===== src/rtl/rd_data_collector.sv =====
// Read-data collector: pairs PHY read beats with queued read tags and routes bursts to host or periodic-read outputs.
// Optional beat pattern checker enabled by defining RDC_PATTERN_CHECK_EN.
module rd_data_collector #(
  parameter int DQ_WIDTH     = 64,
  parameter int BEATS_PER_RD = 2,
  parameter int TAG_DEPTH    = 16
) (
  input  logic                         clk,
  input  logic                         rst,
  input  logic                         dfi_rddata_en,
  input  logic                         dfi_rddata_en_odd,
  input  logic                         dfi_rddata_valid,
  input  logic [4*DQ_WIDTH-1:0]        dfi_rddata,
  output logic [4*DQ_WIDTH-1:0]        host_data,
  output logic                         host_valid,
  output logic                         host_last,
  output logic [4*DQ_WIDTH-1:0]        pr_data,
  output logic                         pr_valid,
  output logic                         pr_last,
  output logic [$clog2(TAG_DEPTH):0]   outstanding,
  output logic                         err_overflow,
  output logic                         err_orphan,
  input  logic [7:0]                   exp_pattern,
  output logic [15:0]                  mismatch_cnt
);

  localparam int DW = 4 * DQ_WIDTH;
  localparam int AW = $clog2(TAG_DEPTH);
  localparam int CW = AW + 1;
  localparam logic [2:0]    LAST_BEAT = 3'(BEATS_PER_RD - 1);
  localparam logic [CW-1:0] FULL_CNT  = CW'(TAG_DEPTH);

  logic          tag_mem [TAG_DEPTH];
  logic [AW-1:0] wr_ptr;
  logic [AW-1:0] rd_ptr;
  logic [2:0]    beat_cnt;

  logic fifo_empty;
  logic fifo_full;
  logic head_tag;
  logic beat_ok;
  logic last_beat;
  logic pop;
  logic push_ok;
  logic overflow;
  logic orphan;

  // A push into a full FIFO is still legal when the last beat frees the head slot this cycle.
  always_comb begin
    fifo_empty = (outstanding == {CW{1'b0}});
    fifo_full  = (outstanding == FULL_CNT);
    head_tag   = tag_mem[rd_ptr];
    beat_ok    = dfi_rddata_valid && !fifo_empty;
    orphan     = dfi_rddata_valid && fifo_empty;
    last_beat  = beat_ok && (beat_cnt == LAST_BEAT);
    pop        = last_beat;
    push_ok    = dfi_rddata_en && (!fifo_full || pop);
    overflow   = dfi_rddata_en && fifo_full && !pop;
  end

  always_ff @(posedge clk) begin
    if (push_ok) begin
      tag_mem[wr_ptr] <= dfi_rddata_en_odd;
    end
  end

  always_ff @(posedge clk) begin
    if (rst) begin
      wr_ptr       <= {AW{1'b0}};
      rd_ptr       <= {AW{1'b0}};
      outstanding  <= {CW{1'b0}};
      beat_cnt     <= 3'd0;
      err_overflow <= 1'b0;
      err_orphan   <= 1'b0;
    end else begin
      if (push_ok) begin
        wr_ptr <= wr_ptr + AW'(1);
      end
      if (pop) begin
        rd_ptr <= rd_ptr + AW'(1);
      end
      case ({push_ok, pop})
        2'b10:   outstanding <= outstanding + CW'(1);
        2'b01:   outstanding <= outstanding - CW'(1);
        default: outstanding <= outstanding;
      endcase
      if (last_beat) begin
        beat_cnt <= 3'd0;
      end else if (beat_ok) begin
        beat_cnt <= beat_cnt + 3'd1;
      end
      if (overflow) begin
        err_overflow <= 1'b1;
      end
      if (orphan) begin
        err_orphan <= 1'b1;
      end
    end
  end

  // Data registers hold their last value between beats; only the valid/last strobes pulse.
  always_ff @(posedge clk) begin
    if (rst) begin
      host_data  <= {DW{1'b0}};
      host_valid <= 1'b0;
      host_last  <= 1'b0;
      pr_data    <= {DW{1'b0}};
      pr_valid   <= 1'b0;
      pr_last    <= 1'b0;
    end else begin
      host_valid <= beat_ok && !head_tag;
      host_last  <= last_beat && !head_tag;
      pr_valid   <= beat_ok && head_tag;
      pr_last    <= last_beat && head_tag;
      if (beat_ok && !head_tag) begin
        host_data <= dfi_rddata;
      end
      if (beat_ok && head_tag) begin
        pr_data <= dfi_rddata;
      end
    end
  end

`ifdef RDC_PATTERN_CHECK_EN
  logic [DW-1:0] pattern_word;
  logic          beat_mismatch;

  always_comb begin
    pattern_word  = {(DW/8){exp_pattern}};
    beat_mismatch = beat_ok && (dfi_rddata != pattern_word);
  end

  // Saturating count of routed beats that differ from the replicated pattern byte.
  always_ff @(posedge clk) begin
    if (rst) begin
      mismatch_cnt <= 16'h0000;
    end else if (beat_mismatch && (mismatch_cnt != 16'hFFFF)) begin
      mismatch_cnt <= mismatch_cnt + 16'h0001;
    end
  end
`else
  logic unused_pattern;
  assign unused_pattern = ^exp_pattern;
  assign mismatch_cnt   = 16'h0000;
`endif

endmodule


===== config.mk =====
export PLATFORM = sky130hd
export DESIGN_NAME = rd_data_collector
export DESIGN_NICKNAME = d
export VERILOG_FILES = /design/src/rtl/rd_data_collector.sv
export SDC_FILE = /design/constraint.sdc
export NUM_CORES = 1
export LEC_CHECK = 0
export ABC_AREA = 0
export BUFFER_PORTS_ARGS = -buffer_cell sky130_fd_sc_hd__buf_2
export CORE_AREA = 8 8 304 306
export CTS_BUF_LIST = sky130_fd_sc_hd__clkbuf_8 sky130_fd_sc_hd__clkbuf_16
export CTS_CLUSTER_SIZE = 25
export DETAILED_ROUTE_END_ITERATION = 12
export DIE_AREA = 0 0 312 314
export HOLD_SLACK_MARGIN = 0.05
export MAX_ROUTING_LAYER = met4
export SYNTH_ARGS = -nofsm -noshare
export SYNTH_HDL_FRONTEND = slang
export SYNTH_SLANG_ARGS = --single-unit

===== constraint.sdc =====
create_clock -name clk -period 2.9 [get_ports clk]
set_clock_uncertainty 0.15 [all_clocks]
set_input_delay 0 -clock clk [delete_from_list [all_inputs] [get_ports clk]]
set_output_delay 0 -clock clk [all_outputs]
set_load 0.03 [all_outputs]

[After elaboration in Yosys (flattened, before gate mapping)]
Memories as Yosys holds them, arrays and structs flattened. A register that Yosys moved wholly into a read port is not among the register bits.
Index checks and enable logic that the tools add are counted.
Storage, ports and cells
  flip-flop bits (word level): 534
  RAM bits: 16
  input bits: 269
  memories: 1
Memory list
  tag_mem: depth 16, bits a word 1, rd ports 1, clocked after memory_dff 1, write ports 1, RTL line 33  | logic tag_mem [TAG_DEPTH];
Operators by class
  add/subtract/negate cells: 5
  equality and inequality tests: 4
  mux-type cells: 5
  reductions and logical operators: 18
Operators with widths (count)
  $logic_and 1x1->1: 10
  $pmux 5 s2: 1
  $add 4x1->4 const B: 2
  $mux 4: 2
  $add 5x1->5 const B: 1
  $eq 5x5->1 const B: 1
  $logic_not 5->1: 1
  $sub 5x1->5 const B: 1
  $logic_not 1->1: 4
  $add 3x1->3 const B: 1
  $eq 3x1->1 const B: 1
  $eq 2x1->1 const B: 1
  $eq 2x2->1 const B: 1
  $mux 1: 2
  $reduce_bool 2->1: 1
  $reduce_or 2->1: 1
  $logic_or 1x1->1: 1

[Longest topological paths before layout]
Gate-level depths: netlist of the first run.
  word-level depth: 8
  mapped depth: 10

[Least setup slack after synthesis of the first run]
OpenSTA, ideal clock, no wires.
  path kind: reg2reg
  start: register outstanding[1]
  end: register outstanding[4]
  data arrival time: 2.284 ns
  data required time: 2.691 ns
  setup slack: 0.407 ns
  stages on the path, launching flop included: 10
  period minus slack after synthesis: 2.493 ns
  cells stage by stage: dfxtp_1 > buf_4 > nor4_4 > a21oi_1 > mux2_2 > ha_1 > o31ai_1 > nand3_1 > a311oi_1 > a41o_1
On the way
  cells in the longest elaborated chain, start to end: 8
  elaborated cells between the ends (all ways): 14
  those cells by class: 2 x add/sub; 3 x eq/ne; 1 x mux; 8 x reduce/logical
RTL lines
  start: declaration: RTL line 20  | output logic [$clog2(TAG_DEPTH):0] outstanding,
  start signal: assignment: RTL line 71  | outstanding <= {CW{1'b0}};
  start signal: assignment: RTL line 83  | 2'b10: outstanding <= outstanding + CW'(1);
  start signal: assignment: RTL line 84  | 2'b01: outstanding <= outstanding - CW'(1);
  $logic_not 5->1: RTL line 50  | fifo_empty = (outstanding == {CW{1'b0}});
  $logic_not 1->1: RTL line 53  | beat_ok = dfi_rddata_valid && !fifo_empty;
  $logic_and 1x1->1: RTL line 53
  $logic_and 1x1->1: RTL line 55  | last_beat = beat_ok && (beat_cnt == LAST_BEAT);
  $logic_or 1x1->1: RTL line 57  | push_ok = dfi_rddata_en && (!fifo_full || pop);
  $logic_and 1x1->1: RTL line 57
  $eq 2x1->1 / $eq 2x2->1 (equally long branches): RTL line 82  | case ({push_ok, pop})
  $pmux 5 s2 / $reduce_bool 2->1 (equally long branches)
Several ways; a longest one is shown, not always the timed one.
A chain may end at the register's enable or synchronous reset.

[Worst setup path in the final report of the first run]
  start: register outstanding[1]
  end: register pr_data[133]
On the way
  cells in the longest elaborated chain, start to end: 4
RTL lines
  $logic_not 5->1: RTL line 50
  $logic_not 1->1: RTL line 53
  $logic_and 1x1->1: RTL line 53
  $logic_and 1x1->1: RTL line 118  | if (beat_ok && head_tag) begin
  end signal: assignment: RTL line 107  | pr_data <= {DW{1'b0}};
  end signal: assignment: RTL line 119  | pr_data <= dfi_rddata;
  end: declaration: RTL line 17  | output logic [4*DQ_WIDTH-1:0] pr_data,
Every way passes these cells.

==> results of run 1 <==
[routing by layer]
| layer | vias to the layer above | GRT usage |
|---|---|---|
| li1 | 9279 | - |
| met1 | 8712 | 0.1635 |
| met2 | 604 | 0.2508 |
| met3 | 217 | 0.04292 |
| met4 | 0 | 0.08346 |
| met5 | - | - |
[state kept, by name (all words and copies together), names as in the netlist, named ones only]
name / count
host_valid: 1
tag_mem: 16
pr_valid: 1
pr_last: 1
rd_ptr: 4
beat_cnt: 3
host_data: 256
outstanding: 5
wr_ptr: 4
err_orphan: 1
pr_data: 256
host_last: 1
err_overflow: 1
[cell usage in the layout, fill, tap and decap left out, types with 22 or more instances in the layout]
master / Yosys / layout
nor2_1: 39 / 39
buf_4: 19 / 39
nand2b_1: 771 / 771
mux2i_1: 524 / 524
dlygate4sd3_1: 0 / 370
buf_12: 0 / 22
clkbuf_16: 0 / 67
dfxtp_1: 538 / 538
buf_2: 3 / 782
[tightest hold or removal path, delay by kind of cell]
family	cells	cell delay (ps)
buffers and inverters	2	620
multiplexers	1	110
AND/OR/NAND/NOR	1	70
[layout make-up]
class / count / area, sq um
clock buffers: 83 / 1897
clock inverters: 29 / 314.1
fillers: 8557 / 53320
inverters: 6 / 22.52
multi-input cells: 1433 / 10930
flip-flops and latches: 554 / 11250
well taps: 1165 / 1458
repair buffers: 1214 / 8366
[per-stage QoR]
stage | hold slack [ps] | cells | area, sq um
after floorplan | -51.13 | 2159 | 23340
after detailed placement | 142.3 | 4002 | 28320
after global routing | 64.00 | 4484 | 34240
after CTS | 51.01 | 4484 | 34240
after global placement | 137.8 | 4002 | 28320
final | 91.47 | 4484 | 34240
[final timing paths]
path	start	to	slack (ps)	cells past startpoint
max	outstanding[1]$_SDFFE_PP0P_	pr_data[133]$_SDFFE_PP0P_	300	7
min	dfi_rddata[38]	pr_data[38]$_SDFFE_PP0P_	90	4
max reg2reg	outstanding[1]$_SDFFE_PP0P_	pr_data[133]$_SDFFE_PP0P_	300	7
min reg2reg	host_data[69]$_SDFFE_PP0P_	host_data[69]$_SDFFE_PP0P_	320	2
[cell families after synthesis]
group | synth area share
muxes | 0.2262
adders and majority gates | 0.004836
xor gates and xnor gates | 0.003009
other | 0.0001610
AOI/OAI and AO/OA | 0.008114
DFF | 0.4831
buffers and inverters | 0.04997
and+or+nand+nor | 0.2246
[power by group through the flow]
stage / combinational, uW / sequential (uW) / clock, uW
final: 4090 / 8430 / 8410
after floorplan: 1600 / 9540 / 0
after global placement: 3710 / 8570 / 0
after CTS: 4120 / 8430 / 8690
after global routing: 4340 / 8490 / 9000
after detailed placement: 3720 / 8590 / 0
==> metrics.yaml, run 1 <==
wirelength_microns: 76340
yosysTopAreaCell: "dfxtp_1"
worst_slew_pin_slew_ps: 595.6
rsz0062_at_grt: "no"
setup.worst_path.end_class: "flip-flop"
worst-path-buf-inv: 2
place_ws_ps: 319.1
cts_tree: "done"
die_h_microns: 314
met2_length_microns: 36590
p_leak_uw: 0.01776
grt_pass1_vias: 19870
ir_worst_vdd_uv: 438.8
drtIter0Drc: 956
post_cts_buffers: 0
yosysWarningCount: 0
start_util: 0.2660
comb_power_share: 0.195
io_buffers: 783
final_nets: 3553
num_vias: 18810
dieWidth_microns: 312
synth_edf_count: 16
cp.required_ps: 3260
postRouteAntennaNets: 0
switching_share: 0.2909
slowest_stage: "or4_4"
seq_power_share: 0.403
post-route-util: 0.3910
path_delay_family: "simple AND/OR/NAND/NOR gates"
synthTopCellsByCount: "771 x nand2b_1, 538 x dfxtp_1, 524 x mux2i_1"
dr_wl_met3_microns: 5058
internal_power_uw: 14840
clockRootBuffer: "clkbuf_16"
wire_per_inst_microns: 17.02
relSlewSlack: 0.6029
crit_type: "flip-flop to flip-flop"
viasPerCell: 4.195
antennaDiodeCount: 0
fin_crit_sh: 0.8978
power_density_nw_per_um2: 611.4
ys.flop_type: "dfxtp_1"
grt_pass1_wl_microns: 116300
setup_violations: 0
core_sq_um: 87560
grt_usage: 0.1513
min_path_type: "primary input to flip-flop"
totalNegativeSetupSlack_ps: 0
clock_sinks: 554
switchingPower_uw: 6089
cts_hold_buf: 370
top_layer_used: "met4"
ios: 808
fp.dieArea_sq_um: 97970
fin_ws_ps: 296.5
clockBufferDepth: 3
ys_ff_latch: 554
ys_seq_area_frac: 0.4831
postSynthAreaPerCell_sq_um: 10.86
drv_cap: 0
drt-met1-wl_microns: 30270
syn_inst: 2144
cts_buffers: 66
synth_top_area_share: 0.4625
start_kind: "flip-flop"
status: "completed"
drtPass1Iterations: 6
area_growth_pct: 47.02
grt_max_degree: 104
crit_chain: "or4_4, o21ai_4, nor2_2, a2bb2oi_4, buf_12, buf_4, mux2i_1"
hold_viol_final: 0
htree_levels: 3
async_reset_ff_frac: 0
pwr-share-clk: 0.402
dp_hpwl_microns: 54550
cp_max_fo: 17
yosysMostFrequentCell: "nand2b_1"
drc: 0
synthTopCellsByArea: "dfxtp_1 46%, mux2i_1 23%, nand2b_1 21%, buf_6 2.1%, edfxtp_1 2.1%"
arrival_ps: 2960
p_total_uw: 20930
max_freq_ghz: 0.3841
clk_latency_ps: 590
slew_violations: 0
synth_cell_types: 48
cts_resized: 0
gr-total-overflow: 0
antenna_found_initial: 0
synth_area_sq_um: 23290
clk_pin_slew_ps: 60
slowest_delay_ps: 580
layout-drive-gt1-share: 0.2868
rows: 109
min_period_ps: 2603
gp_congestion: 0.7891
No activity file was read; power rests on OpenSTA's default activity.
==> inputs of run 2 (changes only) <==
==> constraint.sdc (replaced) <==
create_clock -name clk -period 2.9 [get_ports clk]
set_clock_uncertainty 0.15 [all_clocks]
set_input_delay 0.58 -clock clk [delete_from_list [all_inputs] [get_ports clk]]
set_output_delay 0.58 -clock clk [all_outputs]
set_load 0.03 [all_outputs]
==> run 2 against run 1 <==
Count of clock-buffer cells in the layout fell by 10. Maximum frequency rose by 0.33%. Clock power fell by 3.4%. Core utilization fell by 4.1 points. Routed wire length fell by 6.0%.
==> metrics.yaml, run 2 (synthesized netlist as in run 1, its figures left out) <==
hold_viol_final: 0  # unchanged
gr-total-overflow: 0  # unchanged
post_cts_buffers: 0  # unchanged
mostFrequentLayoutCells: "782 x buf_2, 771 x nand2b_1, 538 x dfxtp_1"
postRouteAntennaNets: 0  # unchanged
gr-usage-met1: 0.1572  # -0.006273
grt_usage: 0.1402  # -0.01115
wirelength_microns: 71770  # -6.0%
grt_pass1_vias: 17690  # -11%
totalNegativeSetupSlack_ps: 0  # unchanged
htree_levels: 2  # -1
start_kind: "flip-flop"
worst_path_most_repeated_cell: "buf_12"
ir_worst_vdd_uv: 416.6  # -5.1%
clockBufferDepth: 3  # unchanged
crit_type: "flip-flop to flip-flop"
grt_pass1_wl_microns: 107000  # -7.9%
min_path_type: "primary input to flip-flop"
ios: 808  # unchanged
grt_use_met2: 0.2412  # -0.009619
drtIter0Drc: 784  # -18%
viasPerCell: 4.154  # -0.98%
grt_max_degree: 92  # -12%
dieWidth_microns: 312  # unchanged
layout-drive-gt1-share: 0.3212  # +0.03437
slowest_stage: "or4_4"
grt_util_met3: 0.04016  # -0.002756
drc: 0  # unchanged
setup_violations: 0  # unchanged
io_buffers: 783  # unchanged
cts_buffers: 60  # -9.1%
start_util: 0.2660  # unchanged
rsz0062_at_grt: "no"
rrSetupSlack_ps: 310  # about the same
fp.dieArea_sq_um: 97970  # unchanged
cts_resized: 0  # unchanged
clock_sinks: 554  # unchanged
rows: 109  # unchanged
die_h_microns: 314  # unchanged
final_nets: 3195  # -10%
gp_congestion: 0.7829  # -0.79%
slew_violations: 0  # unchanged
power_density_nw_per_um2: 660.4  # +8.0%
setup.worst_path.end_class: "flip-flop"
antenna_found_initial: 9  # +9
relSlewSlack: 0.6232  # +0.02025
busiest_layer: "met2"
drtPass1Iterations: 4  # -2
clockRootBuffer: "clkbuf_16"
arrival_ps: 2970  # about the same
fin_cells: 4141  # -7.6%
cts_tree: "done"
dp.cells: 4007  # +0.12%
cp_max_fo: 32  # +15
clk_pin_slew_ps: 60  # about the same
max_freq_ghz: 0.3854  # +0.33%
worst_slew_pin_slew_ps: 565.3  # -30.37 ps
area_growth_pct: 31.59
clk_latency_ps: 610  # +20 ps
fin_crit_sh: 0.8948  # -0.002967
num_vias: 17200  # -8.6%
slowest_delay_ps: 590  # about the same
p_leak_uw: 0.01628  # -8.3%
drv_cap: 0  # unchanged
min_period_ps: 2595  # -8.605 ps
final_common_cell: "buf_2"
top_regs: "host_data x256, pr_data x256, tag_mem x16"
crit_chain: "or4_4, o21ai_4, nor2_2, a22oi_4, buf_12, buf_12, mux2i_1"
wire_per_inst_microns: 17.33  # +1.8%
cp.required_ps: 3270  # about the same
dp_hpwl_microns: 54770  # +0.39%
core_sq_um: 87560  # unchanged
status: "completed"
==> run 2: worst paths after layout <==
path | startpoint | endpoint | depth (start not counted)
setup / recovery | outstanding[0]$_SDFFE_PP0P_ | host_data[255]$_SDFFE_PP0P_ | 7
hold / removal | dfi_rddata[25] | pr_data[25]$_SDFFE_PP0P_ | 3
setup reg to reg | outstanding[0]$_SDFFE_PP0P_ | host_data[255]$_SDFFE_PP0P_ | 7
hold reg to reg | host_data[171]$_SDFFE_PP0P_ | host_data[171]$_SDFFE_PP0P_ | 2
==> run 2: metrics by stage <==
stage / setup WS, ps / area [sq um] / power [uW] / utilization / hold slack (ps)
floorplan: 407.0 / 23340 / 11140 / - / 334.0
global placement: 333.9 / 28370 / 12280 / 0.3240 / 295.8
detailed placement: 267.6 / 28370 / 12300 / 0.3240 / 305.8
CTS: 278.9 / 30620 / 20550 / 0.3497 / 50.27
global route: 123.4 / 30640 / 21110 / 0.3500 / 59.42
finish: 305.1 / 30640 / 20240 / 0.3500 / 98.12
==> run 2: layer usage <==
metal	routed length, microns	vias to the layer above
met5	0	-
met1	29880	8032
met3	4544	84
li1	-	8593
met4	1674	0
met2	35670	494
==> run 2: power breakdown <==
part	internal, uW	switching (uW)	total [uW]
combinational	1370	2320	3690
sequential	8150	271	8430
clock	4940	3190	8120
total	14500	5780	20200
==> run 2: worst max-delay path, delay by kind of cell (launching register included) <==
family | cells | cell delay (ps)
AND/OR/NAND/NOR | 2 | 690
buffers and inverters | 2 | 520
AO/OA/AOI/OAI | 2 | 450
flip-flops | 1 | 390
multiplexers | 1 | 240
==> run 2: final cells by class <==
| cell class | count | area [sq um] |
|---|---|---|
| diodes | 9 | 22.52 |
| clock buffers | 73 | 1703 |
| well taps | 1165 | 1458 |
| repair buffers | 862 | 4842 |
| fillers | 8993 | 56910 |
| multi-input cells | 1433 | 10930 |
| flip-flops and latches | 554 | 11250 |
| clock inverters | 39 | 416.7 |
| inverters | 6 | 22.52 |
==> run 2: timing repair <==
| action | in CTS | in global routing |
|---|---|---|
| hold endpoints to repair | 19 | 0 |
| hold buffers | 13 | 0 |
| setup endpoints to repair | 0 | 0 |
